**config.mk**
```make
export PLATFORM = sky130hd
export DESIGN_NAME = knn_bus_driver
export DESIGN_NICKNAME = d
export VERILOG_FILES = /design/src/rtl/knn_drv_pkg.sv /design/src/rtl/knn_bus_driver_bus_req.sv /design/src/rtl/knn_bus_driver.sv
export SDC_FILE = /design/constraint.sdc
export NUM_CORES = 1
export LEC_CHECK = 0
export CAP_MARGIN = 20
export CORE_ASPECT_RATIO = 1.4
export CORE_MARGIN = 2
export CORE_UTILIZATION = 50
export CTS_CLUSTER_SIZE = 30
export DETAILED_ROUTE_END_ITERATION = 16
export PLACE_DENSITY_LB_ADDON = 0.15
export REMOVE_ABC_BUFFERS = 1
export SLEW_MARGIN = 0
export SYNTH_ARGS = -nofsm -noshare
export SYNTH_HDL_FRONTEND = slang
export SYNTH_SLANG_ARGS = --single-unit
```
**constraint.sdc**
```tcl
create_clock -name clk -period 4.6 [get_ports clk]
set_input_delay 0.69 -clock clk [delete_from_list [all_inputs] [get_ports clk]]
set_output_delay 0.69 -clock clk [all_outputs]
set_load 0.005 [all_outputs]
```
**src/rtl/knn_drv_pkg.sv**
```systemverilog
// Shared definitions for the KNN bus driver.
// Holds the KNN peripheral register map (word addresses), the slot and
// result counts of the peripheral, and the driver FSM state encoding.
package knn_drv_pkg;

    // Peripheral geometry: 8 data-point slots per batch, 6 nearest neighbours.
    localparam int KNN_SLOTS = 8;
    localparam int KNN_K     = 6;
    localparam int KNN_RES   = 2 * KNN_K;  // KN1..KN6 then IN1..IN6

    // Register map (word addresses)
    localparam logic [4:0] REG_RESET     = 5'd0;
    localparam logic [4:0] REG_START     = 5'd1;
    localparam logic [4:0] REG_VALID_IN  = 5'd2;
    localparam logic [4:0] REG_TEST_PT   = 5'd4;
    localparam logic [4:0] REG_DATA_PT1  = 5'd5;
    localparam logic [4:0] REG_VALID_OUT = 5'd13;
    localparam logic [4:0] REG_KN1       = 5'd14;
    localparam logic [4:0] REG_IN1       = 5'd20;

    typedef enum logic [3:0] {
        S_IDLE,
        S_RST_HI,
        S_RST_LO,
        S_WR_TEST,
        S_WR_START,
        S_WR_PT,
        S_VIN_HI,
        S_VIN_LO,
        S_POLL,
        S_RD_RES,
        S_EMIT,
        S_FIN
    } state_t;

endpackage

```
**src/rtl/knn_bus_driver_bus_req.sv**
```systemverilog
// Single-transaction native-bus initiator.
// A request presented while the bus is idle is registered onto m_*; the
// request is then held unchanged until the slave answers with m_ready.
// Ports:
//   clk, rst            clock, synchronous active-high reset
//   req, we, addr, wdata  request from the controlling FSM
//   ack                 high in the cycle the slave completes (m_valid & m_ready)
//   rdata               slave read data, meaningful while ack is high
//   m_valid, m_addr, m_wdata, m_wstrb   native-bus request outputs
//   m_rdata, m_ready    native-bus response inputs
module knn_bus_req
    import knn_drv_pkg::*;
#(
    parameter int ADDR_W = 5,
    parameter int DATA_W = 32
) (
    input  logic              clk,
    input  logic              rst,
    input  logic              req,
    input  logic              we,
    input  logic [ADDR_W-1:0] addr,
    input  logic [DATA_W-1:0] wdata,
    output logic              ack,
    output logic [DATA_W-1:0] rdata,
    output logic              m_valid,
    output logic [ADDR_W-1:0] m_addr,
    output logic [DATA_W-1:0] m_wdata,
    output logic [3:0]        m_wstrb,
    input  logic [DATA_W-1:0] m_rdata,
    input  logic              m_ready
);

    // While a request is outstanding, req is ignored; after completion
    // m_valid drops for at least one cycle before the next launch.
    always_ff @(posedge clk) begin
        if (rst) begin
            m_valid <= 1'b0;
            m_addr  <= '0;
            m_wdata <= '0;
            m_wstrb <= 4'h0;
        end else if (m_valid) begin
            if (m_ready) begin
                m_valid <= 1'b0;
            end
        end else if (req) begin
            m_valid <= 1'b1;
            m_addr  <= addr;
            m_wdata <= wdata;
            m_wstrb <= we ? 4'hF : 4'h0;
        end
    end

    assign ack   = m_valid & m_ready;
    assign rdata = m_rdata;

endmodule

```
**src/rtl/knn_bus_driver.sv**
```systemverilog
// KNN bus driver: hardware replacement for the CPU register sequence that
// runs a KNN job. Resets the peripheral, writes the test point, streams
// the data points in batches of 8 (padding the last batch), polls
// VALID_OUT and returns the 12 result words on a valid/ready stream.
// Ports:
//   clk, rst                 clock, synchronous active-high reset
//   start, num_pts, test_pt  job request (sampled only when idle)
//   pt_valid, pt_data, pt_ready   data-point input stream
//   m_valid, m_addr, m_wdata, m_wstrb, m_rdata, m_ready   native bus
//   res_valid, res_idx, res_data, res_ready   result stream
//   busy, done, err          job status; err = poll timeout, valid with done
module knn_bus_driver
    import knn_drv_pkg::*;
#(
    parameter int              ADDR_W    = 5,
    parameter int              DATA_W    = 32,
    parameter int              NPTS_W    = 16,
    parameter logic [DATA_W-1:0] PAD_VALUE = 32'hFFFF_FFFF,
    parameter int              POLL_MAX  = 1024
) (
    input  logic              clk,
    input  logic              rst,
    input  logic              start,
    input  logic [NPTS_W-1:0] num_pts,
    input  logic [DATA_W-1:0] test_pt,
    input  logic              pt_valid,
    input  logic [DATA_W-1:0] pt_data,
    output logic              pt_ready,
    output logic              m_valid,
    output logic [ADDR_W-1:0] m_addr,
    output logic [DATA_W-1:0] m_wdata,
    output logic [3:0]        m_wstrb,
    input  logic [DATA_W-1:0] m_rdata,
    input  logic              m_ready,
    output logic              res_valid,
    output logic [3:0]        res_idx,
    output logic [DATA_W-1:0] res_data,
    input  logic              res_ready,
    output logic              busy,
    output logic              done,
    output logic              err
);

    localparam int POLL_W = $clog2(POLL_MAX + 1);

    state_t              state, state_next;
    logic [NPTS_W-1:0]   pts_left;
    logic [2:0]          slot;
    logic [3:0]          res_k;
    logic [POLL_W-1:0]   poll_cnt;
    logic [DATA_W-1:0]   tp_q;

    logic                bus_req;
    logic                bus_we;
    logic [ADDR_W-1:0]   bus_addr;
    logic [DATA_W-1:0]   bus_wdata;
    logic                bus_ack;
    logic [DATA_W-1:0]   bus_rdata;

    logic                pts_remain;
    logic                poll_last;

    assign pts_remain = (pts_left != '0);
    assign poll_last  = (poll_cnt == POLL_W'(POLL_MAX - 1));

    knn_bus_req #(
        .ADDR_W (ADDR_W),
        .DATA_W (DATA_W)
    ) u_bus (
        .clk     (clk),
        .rst     (rst),
        .req     (bus_req),
        .we      (bus_we),
        .addr    (bus_addr),
        .wdata   (bus_wdata),
        .ack     (bus_ack),
        .rdata   (bus_rdata),
        .m_valid (m_valid),
        .m_addr  (m_addr),
        .m_wdata (m_wdata),
        .m_wstrb (m_wstrb),
        .m_rdata (m_rdata),
        .m_ready (m_ready)
    );

    always_ff @(posedge clk) begin
        if (rst) begin
            state <= S_IDLE;
        end else begin
            state <= state_next;
        end
    end

    always_comb begin
        state_next = state;
        bus_req    = 1'b0;
        bus_we     = 1'b0;
        bus_addr   = '0;
        bus_wdata  = '0;
        pt_ready   = 1'b0;
        case (state)
            S_IDLE: begin
                if (start) begin
                    state_next = (num_pts == '0) ? S_FIN : S_RST_HI;
                end
            end
            S_RST_HI: begin
                bus_req   = 1'b1;
                bus_we    = 1'b1;
                bus_addr  = ADDR_W'(REG_RESET);
                bus_wdata = DATA_W'(1);
                if (bus_ack) state_next = S_RST_LO;
            end
            S_RST_LO: begin
                bus_req   = 1'b1;
                bus_we    = 1'b1;
                bus_addr  = ADDR_W'(REG_RESET);
                if (bus_ack) state_next = S_WR_TEST;
            end
            S_WR_TEST: begin
                bus_req   = 1'b1;
                bus_we    = 1'b1;
                bus_addr  = ADDR_W'(REG_TEST_PT);
                bus_wdata = tp_q;
                if (bus_ack) state_next = S_WR_START;
            end
            S_WR_START: begin
                bus_req   = 1'b1;
                bus_we    = 1'b1;
                bus_addr  = ADDR_W'(REG_START);
                bus_wdata = DATA_W'(1);
                if (bus_ack) state_next = S_WR_PT;
            end
            S_WR_PT: begin
                bus_we   = 1'b1;
                bus_addr = ADDR_W'(REG_DATA_PT1) + ADDR_W'(slot);
                if (pts_remain) begin
                    // A point is only taken when it can launch immediately,
                    // so the stream never runs ahead of the bus.
                    pt_ready  = !m_valid;
                    bus_req   = pt_valid && !m_valid;
                    bus_wdata = pt_data;
                end else begin
                    bus_req   = 1'b1;
                    bus_wdata = PAD_VALUE;
                end
                if (bus_ack) begin
                    state_next = (slot == 3'(KNN_SLOTS - 1)) ? S_VIN_HI : S_WR_PT;
                end
            end
            S_VIN_HI: begin
                bus_req   = 1'b1;
                bus_we    = 1'b1;
                bus_addr  = ADDR_W'(REG_VALID_IN);
                bus_wdata = DATA_W'(1);
                if (bus_ack) state_next = S_VIN_LO;
            end
            S_VIN_LO: begin
                bus_req   = 1'b1;
                bus_we    = 1'b1;
                bus_addr  = ADDR_W'(REG_VALID_IN);
                if (bus_ack) state_next = pts_remain ? S_WR_PT : S_POLL;
            end
            S_POLL: begin
                bus_req  = 1'b1;
                bus_addr = ADDR_W'(REG_VALID_OUT);
                if (bus_ack) begin
                    if (bus_rdata[0]) begin
                        state_next = S_RD_RES;
                    end else if (poll_last) begin
                        state_next = S_FIN;
                    end
                end
            end
            S_RD_RES: begin
                bus_req  = 1'b1;
                bus_addr = ADDR_W'(REG_KN1) + ADDR_W'(res_k);
                if (bus_ack) state_next = S_EMIT;
            end
            S_EMIT: begin
                if (res_ready) begin
                    state_next = (res_k == 4'(KNN_RES - 1)) ? S_FIN : S_RD_RES;
                end
            end
            S_FIN: begin
                state_next = S_IDLE;
            end
            default: begin
                state_next = S_IDLE;
            end
        endcase
    end

    // Job control and result registers. slot is 3 bits and wraps to 0 after
    // the eighth write, which is exactly the start of the next batch.
    always_ff @(posedge clk) begin
        if (rst) begin
            busy      <= 1'b0;
            done      <= 1'b0;
            err       <= 1'b0;
            res_valid <= 1'b0;
            res_idx   <= 4'd0;
            res_data  <= '0;
            pts_left  <= '0;
            slot      <= 3'd0;
            res_k     <= 4'd0;
            poll_cnt  <= '0;
        end else begin
            done <= 1'b0;
            case (state)
                S_IDLE: begin
                    if (start) begin
                        busy     <= 1'b1;
                        err      <= 1'b0;
                        pts_left <= num_pts;
                        slot     <= 3'd0;
                        res_k    <= 4'd0;
                        poll_cnt <= '0;
                    end
                end
                S_WR_PT: begin
                    if (bus_ack) begin
                        slot <= slot + 3'd1;
                        if (pts_remain) pts_left <= pts_left - NPTS_W'(1);
                    end
                end
                S_POLL: begin
                    if (bus_ack && !bus_rdata[0]) begin
                        poll_cnt <= poll_cnt + POLL_W'(1);
                        if (poll_last) err <= 1'b1;
                    end
                end
                S_RD_RES: begin
                    if (bus_ack) begin
                        res_data  <= bus_rdata;
                        res_idx   <= res_k;
                        res_valid <= 1'b1;
                    end
                end
                S_EMIT: begin
                    if (res_ready) begin
                        res_valid <= 1'b0;
                        res_k     <= res_k + 4'd1;
                    end
                end
                S_FIN: begin
                    done <= 1'b1;
                    busy <= 1'b0;
                end
                default: begin
                end
            endcase
        end
    end

    // Test point is plain data: captured on an accepted start, never reset.
    always_ff @(posedge clk) begin
        if (state == S_IDLE && start) begin
            tp_q <= test_pt;
        end
    end

endmodule

```
==> results of run 1 <==
cell type report:
class,count,area [µm²],share of cell area
tap,182,228,0.0241
sequential,149,3300,0.349
clock inverter,12,110,0.0116
multi-input combinational,568,3190,0.337
timing repair buffer,212,2120,0.224
inverter,14,52.6,0.00556
clock buffer,20,458,0.0484
cells by family after synthesis:
group           after synthesis  share of synthesized area
buf+inv                      80                     0.0521
simple gates                374                      0.268
flops                       149                      0.485
compound gates              173                      0.164
fa+ha+maj                     7                     0.0129
xor+xnor                     12                     0.0154
mux                           2                    0.00294
worst max path at each step:
| stage | depth (start not counted) | to |
|---|---|---|
| 2_1_floorplan | 5 | u_bus.m_addr[0] |
| 3_3_place_gp | 6 | pts_left[1] |
| 3_5_place_dp | 6 | pts_left[1] |
| 4_1_cts | 7 | pt_ready |
| 5_1_grt | 7 | pt_ready |
| 6_report | 7 | pt_ready |
metrics by stage:
| stage | total power, mW | cells | hold slack [ns] |
|---|---|---|---|
| 2_1_floorplan | 2.85 | 731 | 0.447 |
| 3_3_place_gp | 3.59 | 1120 | 0.441 |
| 3_5_place_dp | 3.67 | 1124 | 0.446 |
| 4_1_cts | 5.01 | 1156 | 0.454 |
| 5_1_grt | 5.28 | 1157 | 0.476 |
| 6_report | 5.01 | 1157 | 0.454 |
worst reg2reg max path: cells and delay by family (launching register included):
kind | cells | cell delay [ns]
AOI/OAI and AO/OA | 1 | 0.10
buffers and inverters | 1 | 0.37
DFF | 1 | 0.83
and+or+nand+nor | 4 | 1.32
power by group through the flow:
stage	registers, mW	logic, mW	clock network [mW]
after floorplan	1.83	1.02	0
after global placement	1.85	1.74	0
after detailed placement	1.87	1.80	0
after CTS	1.84	1.81	1.35
after global routing	1.88	2.00	1.40
final	1.85	1.82	1.34
per-layer routing:
metal  routed length, µm  part of all wire
met1                7320              0.38
met2                9930              0.51
met3                1520             0.078
met4                 595             0.031
met5                   0                 0
registers in the layout, indices dropped and copies added (netlist names):
| name | cells |
|---|---|
| slot | 3 |
| err | 1 |
| u_bus.m_wstrb | 1 |
| poll_cnt | 11 |
| u_bus.m_wdata | 32 |
| res_valid | 1 |
| res_k | 4 |
| busy | 1 |
| res_data | 32 |
| res_idx | 4 |
| tp_q | 32 |
| u_bus.m_valid | 1 |
| done | 1 |
| u_bus.m_addr | 5 |
| pts_left | 16 |
| state | 4 |
synth_stat cells, types with 4 or more instances:
| master | number | area share |
|---|---|---|
| nor3_1 | 118 | 0.087 |
| dfxtp_1 | 117 | 0.34 |
| nand2_1 | 109 | 0.060 |
| a21oi_1 | 75 | 0.055 |
| nor2_1 | 75 | 0.041 |
| clkbuf_1 | 43 | 0.024 |
| a22oi_1 | 34 | 0.037 |
| edfxtp_1 | 32 | 0.14 |
| buf_2 | 14 | 0.010 |
| inv_1 | 14 | 0.0077 |
| o21ai_1 | 12 | 0.0088 |
| nand3_1 | 11 | 0.0081 |
| nor4_1 | 11 | 0.010 |
| o21ai_0 | 9 | 0.0066 |
| xnor2_1 | 8 | 0.010 |
| ha_1 | 7 | 0.013 |
| nand2b_1 | 7 | 0.0064 |
| or3_1 | 6 | 0.0055 |
| and2_1 | 5 | 0.0046 |
| nor2b_1 | 5 | 0.0046 |
| o21a_1 | 5 | 0.0055 |
| buf_4 | 4 | 0.0044 |
| o211ai_1 | 4 | 0.0044 |
| xor2_1 | 4 | 0.0051 |
==> results.py, run 1 <==
metrics = {
    "status": {
        "status": "finished clean",
    },
    "cells_and_area": {
        "layout_commonest_cell": "clkdlybuf4s50_1",
        "layout-drive-gt1-share": 0.0646,
        "fillers": 1043,
        "most-common-layout-cells": "clkdlybuf4s50_1, nor3_1, dfxtp_1",
        "nNetsFinal": 1087,
        "post-route-util": 0.710,
        "design_area_um2": 9460,
        "synthToLayoutAreaGrowth_pct": 38.8,
        "antenna_cells": 0,
    },
    "grt": {
        "gr-usage-met1": 0.300,
        "overflow": 0,
        "busiest_layer": "met2",
        "antenna_found_initial": 0,
        "grt_use_met3": 0.0751,
        "use_met2": 0.458,
        "grt_util_all_layers": 0.264,
        "grt_max_degree": 71,
        "grt_pass1_wl_um": 30700,
        "grt_pass1_vias": 6366,
    },
    "timing": {
        "min_period_ns": 3.25,
        "rsz0062_at_grt": "false",
        "slew_viol_final": 0,
        "fin_skew_ns": 0.0117,
        "worstMarginPinSlew_ns": 1.02,
        "finalHoldViolations": 0,
        "max_slew_margin": 0.317,
        "report.final.setup_viol": 0,
        "fmax_mhz": 308,
        "final.period_utilization": 0.707,
        "setup_tns_ns": 0,
        "setup_ws_ns": 1.35,
    },
    "floorplanning": {
        "io_pins": 201,
        "rows": 50,
        "die-area_um2": 14600,
        "initial_utilization": 0.511,
        "core-area_um2": 13300,
        "die_h_um": 142,
        "chipWidth_um": 103,
    },
    "clock_tree": {
        "clockBufferDepth": 2,
        "cts_root_buf": "clkbuf_16",
        "insertion_delay_ns": 0.42,
        "htree_levels": 4,
        "clk_pin_slew_ns": 0.06,
        "cts_made_buffers": 17,
        "cts_tree": "done",
        "hold_buffers": 0,
        "cts_resized": 0,
        "post_cts_buffers": 0,
        "cts.sink_count": 149,
    },
    "setup_path": {
        "reg2reg_from": "state[0]",
        "critPathKind": "reg -> out",
        "cp-start-kind": "flop",
        "critPathLaunch": "pts_left[0]",
        "crit_top_cell": "nor3_1",
        "cpPeakStageDelay_ns": 0.46,
        "worstPathMaxFanout": 5,
        "path_delay_family": "simple AND/OR/NAND/NOR gates",
        "cp_slowest_cell": "clkdlybuf4s50_1",
        "critPathArrivalTime_ns": 2.56,
        "cp_data_required_time_ns": 3.91,
        "ff2ff_path_depth": 6,
        "rrSetupSlack_ns": 1.85,
        "r2r-end": "u_bus.m_wdata[11]",
        "cp_cell_sequence": "inv_1, ha_1, nor3b_1, nand4_1, nor3_1, nor3_1, clkdlybuf4s50_1",
        "critPathBufInv": 2,
        "endpoint_kind": "output pin",
    },
    "power": {
        "vdd_drop_max_v": 0.000340,
        "p_per_area_nw_per_um2": 529,
        "p_leak_nw": 3.24,
        "power_switching_mw": 1.79,
        "power_frac_clock": 0.267,
        "pwr-share-seq": 0.369,
        "pwr-share-comb": 0.364,
        "p_sw_frac": 0.357,
        "intPower_mw": 3.22,
    },
    "yosys": {
        "yosysWarningCount": 0,
        "synth_flop_cell": "dfxtp_1",
        "seq_area_frac_synth": 0.485,
        "syn_avg_cell_area_um2": 8.55,
        "syn_area_um2": 6810,
        "ys_types": 68,
        "synth_edf_count": 32,
        "syn_inst": 797,
        "async_reset_ff_frac": 0,
        "ys_ff_latch": 149,
    },
    "min_path": {
        "whs_path_depth": 2,
        "holdCritPathClass": "reg -> reg",
        "hold_path.startpoint": "res_data[22]",
        "holdPathEnd": "res_data[22]",
    },
    "placement": {
        "gp_congestion": 0.890,
        "port_buffers": 200,
        "placed_cell_area_um2": 8880,
        "pre_cts_ws_ns": 1.53,
        "hpwl_um": 13500,
    },
    "route": {
        "drtPass1Iterations": 5,
        "viasPerCell": 5.75,
        "wl_per_cell_um": 16.7,
        "drc": 0,
        "vias": 6658,
        "wirelength_um": 19400,
        "drt-initial-drc-count": 460,
        "ant_nets": 0,
    },
    "job": {
        "max_cap_viol_count": 0,
    },
}
(Power assumes the default switching activity.)
==> run 2, diff against run 1 <==
--- a/config.mk
+++ b/config.mk
@@ -8,7 +8,7 @@
 export CAP_MARGIN = 20
 export CORE_ASPECT_RATIO = 1.4
 export CORE_MARGIN = 2
-export CORE_UTILIZATION = 50
+export CORE_UTILIZATION = 43
 export CTS_CLUSTER_SIZE = 30
 export DETAILED_ROUTE_END_ITERATION = 16
 export PLACE_DENSITY_LB_ADDON = 0.15
==> constraint.sdc (replaced) <==
create_clock -name clk -period 2.6 [get_ports clk]
set_input_delay 0.39 -clock clk [delete_from_list [all_inputs] [get_ports clk]]
set_output_delay 0.39 -clock clk [all_outputs]
set_load 0.005 [all_outputs]
==> run 2 against run 1 <==
Effect of this change:
- register-to-register slack got worse by 1.6 ns
- global-route usage fell by 4.0 points
- critical path depth did not move
- cell count rose by 2.4%
- wire length fell by 3.2%
- worst hold slack got worse by 0.0038 ns
- largest power group is now combinational cells
==> results.py, run 2 (synthesized netlist as in run 1, its figures left out) <==
metrics = {
    "status": {
        "status": "finished clean",
    },
    "setup_path": {
        "worstPathMaxFanout": 6,
        "reg2reg_from": "pts_left[0]",
        "critPathArrivalTime_ns": 2.60,
        "cp_data_required_time_ns": 2.88,
        "critPathLaunch": "pts_left[0]",
        "cp-start-kind": "flop",
        "critPathKind": "reg -> reg",
        "endpoint_kind": "flop",
    },
    "floorplanning": {
        "die_h_um": 153,
        "initial_utilization": 0.438,
        "rows": 54,
        "core-area_um2": 15500,
        "chipWidth_um": 110,
        "die-area_um2": 16900,
        "io_pins": 201,
    },
    "job": {
        "max_cap_viol_count": 0,
    },
    "cells_and_area": {
        "multi_input_area_um2": 3210,
        "antenna_cells": 0,
        "post-route-util": 0.624,
        "layout-drive-gt1-share": 0.0839,
        "ff_latch_area_um2": 3310,
        "largestRegisters": "res_data (32), tp_q (32), u_bus.m_wdata (32)",
        "synthToLayoutAreaGrowth_pct": 42.3,
        "layout_commonest_cell": "clkdlybuf4s50_1",
        "fillers": 1372,
        "final_cells": 1185,
        "most-common-layout-cells": "clkdlybuf4s50_1, nor3_1, dfxtp_1",
        "nNetsFinal": 1101,
    },
    "route": {
        "ant_nets": 0,
        "met3_length_um": 1520,
        "viasPerCell": 5.41,
        "met1_length_um": 7200,
        "wirelength_um": 18700,
        "drt-initial-drc-count": 377,
        "vias": 6415,
        "drtPass1Iterations": 4,
        "drc": 0,
        "wl_per_cell_um": 15.8,
        "wl_met2_um": 9700,
        "highest_layer": "met4",
    },
    "timing": {
        "setup_ws_ns": 0.279,
        "final.period_utilization": 0.893,
        "worstMarginPinSlew_ns": 0.581,
        "fin_skew_ns": 0.00822,
        "report.final.setup_viol": 0,
        "finalHoldViolations": 0,
        "rsz0062_at_grt": "false",
        "slew_viol_final": 0,
        "min_period_ns": 2.32,
        "hold_slack_ns": 0.451,
        "max_slew_margin": 0.612,
        "fmax_mhz": 431,
    },
    "placement": {
        "gp_congestion": 0.868,
        "port_buffers": 200,
        "hpwl_um": 12900,
        "pre_cts_ws_ns": 0.275,
        "placed_cells": 1152,
    },
    "clock_tree": {
        "htree_levels": 4,
        "insertion_delay_ns": 0.42,
        "clockBufferDepth": 2,
        "cts_root_buf": "clkbuf_16",
        "cts.sink_count": 149,
        "clk_pin_slew_ns": 0.06,
        "cts_made_buffers": 17,
        "cts_tree": "done",
        "hold_buffers": 0,
    },
    "power": {
        "p_total_mw": 9.19,
        "p_leak_nw": 3.37,
        "vdd_drop_max_v": 0.000615,
        "p_per_area_nw_per_um2": 949,
    },
    "min_path": {
        "holdCritPathClass": "reg -> reg",
        "hold_path.startpoint": "res_data[18]",
    },
    "grt": {
        "grt_pass1_wl_um": 30100,
        "overflow": 0,
        "antenna_found_initial": 0,
        "grt_pass1_vias": 6122,
        "grt_max_degree": 60,
        "grt_util_all_layers": 0.224,
    },
}
run 2: cell types whose count changed in the layout (fill, tap and decap cells not counted), sizes merged:
cell           delta
dlymetal6s2s      +1
bufinv            +3
buf              +14
clkinvlp          -1
inv               -2
clkdlybuf4s50     -1
run 2: area by class of cell:
type | count | area share
Clock inverter | 12 | 0.0168
Clock buffer | 20 | 0.0483
Tap cell | 196 | 0.0253
Sequential cell | 149 | 0.341
Inverter | 14 | 0.00542
Timing Repair Buffer | 226 | 0.232
Multi-Input combinational cell | 568 | 0.331
run 2: final timing paths:
check	cells after the start	endpoint	slack (ns)
worst max-delay path	7	u_bus.m_addr[1]	0.28
worst min register to register	2	res_data[18]	0.45
worst min-delay path	2	res_data[18]	0.45
worst max register to register	7	u_bus.m_addr[1]	0.28
run 2: critical path, cell delays in order (launching register included):
cell      delay [ns]
dfxtp_2         0.34
inv_1           0.07
ha_2            0.20
or3b_1          0.45
nor4_4          0.39
nand4b_2        0.30
a221oi_1        0.36
nor3_1          0.08
run 2: per-layer routing:
| layer | GRT usage | vias to the layer above |
|---|---|---|
| met5 | 0 | - |
| met4 | 0.0726 | 0 |
| li1 | - | 3205 |
| met2 | 0.392 | 222 |
| met3 | 0.0746 | 25 |
| met1 | 0.252 | 2963 |
run 2: metrics by stage:
| stage | TNS (ns) | instance area, µm² |
|---|---|---|
| finish | 0 | 9690 |
| global route | 0 | 9690 |
| CTS | 0 | 9680 |
| detailed placement | 0 | 9020 |
| global placement | 0 | 9020 |
| floorplan | -50.88 | 6510 |
run 2: what timing repair did:
action | CTS | global route
buffers inserted | 1 | 0
setup endpoints to repair | 1 | 1
resized for setup | 5 | 3
pin swaps | 2 | 2
run 2: where the power goes:
group | internal (mW) | switching [mW]
Clock | 1.61 | 0.990
Combinational | 1.63 | 1.77
Sequential | 2.87 | 0.329
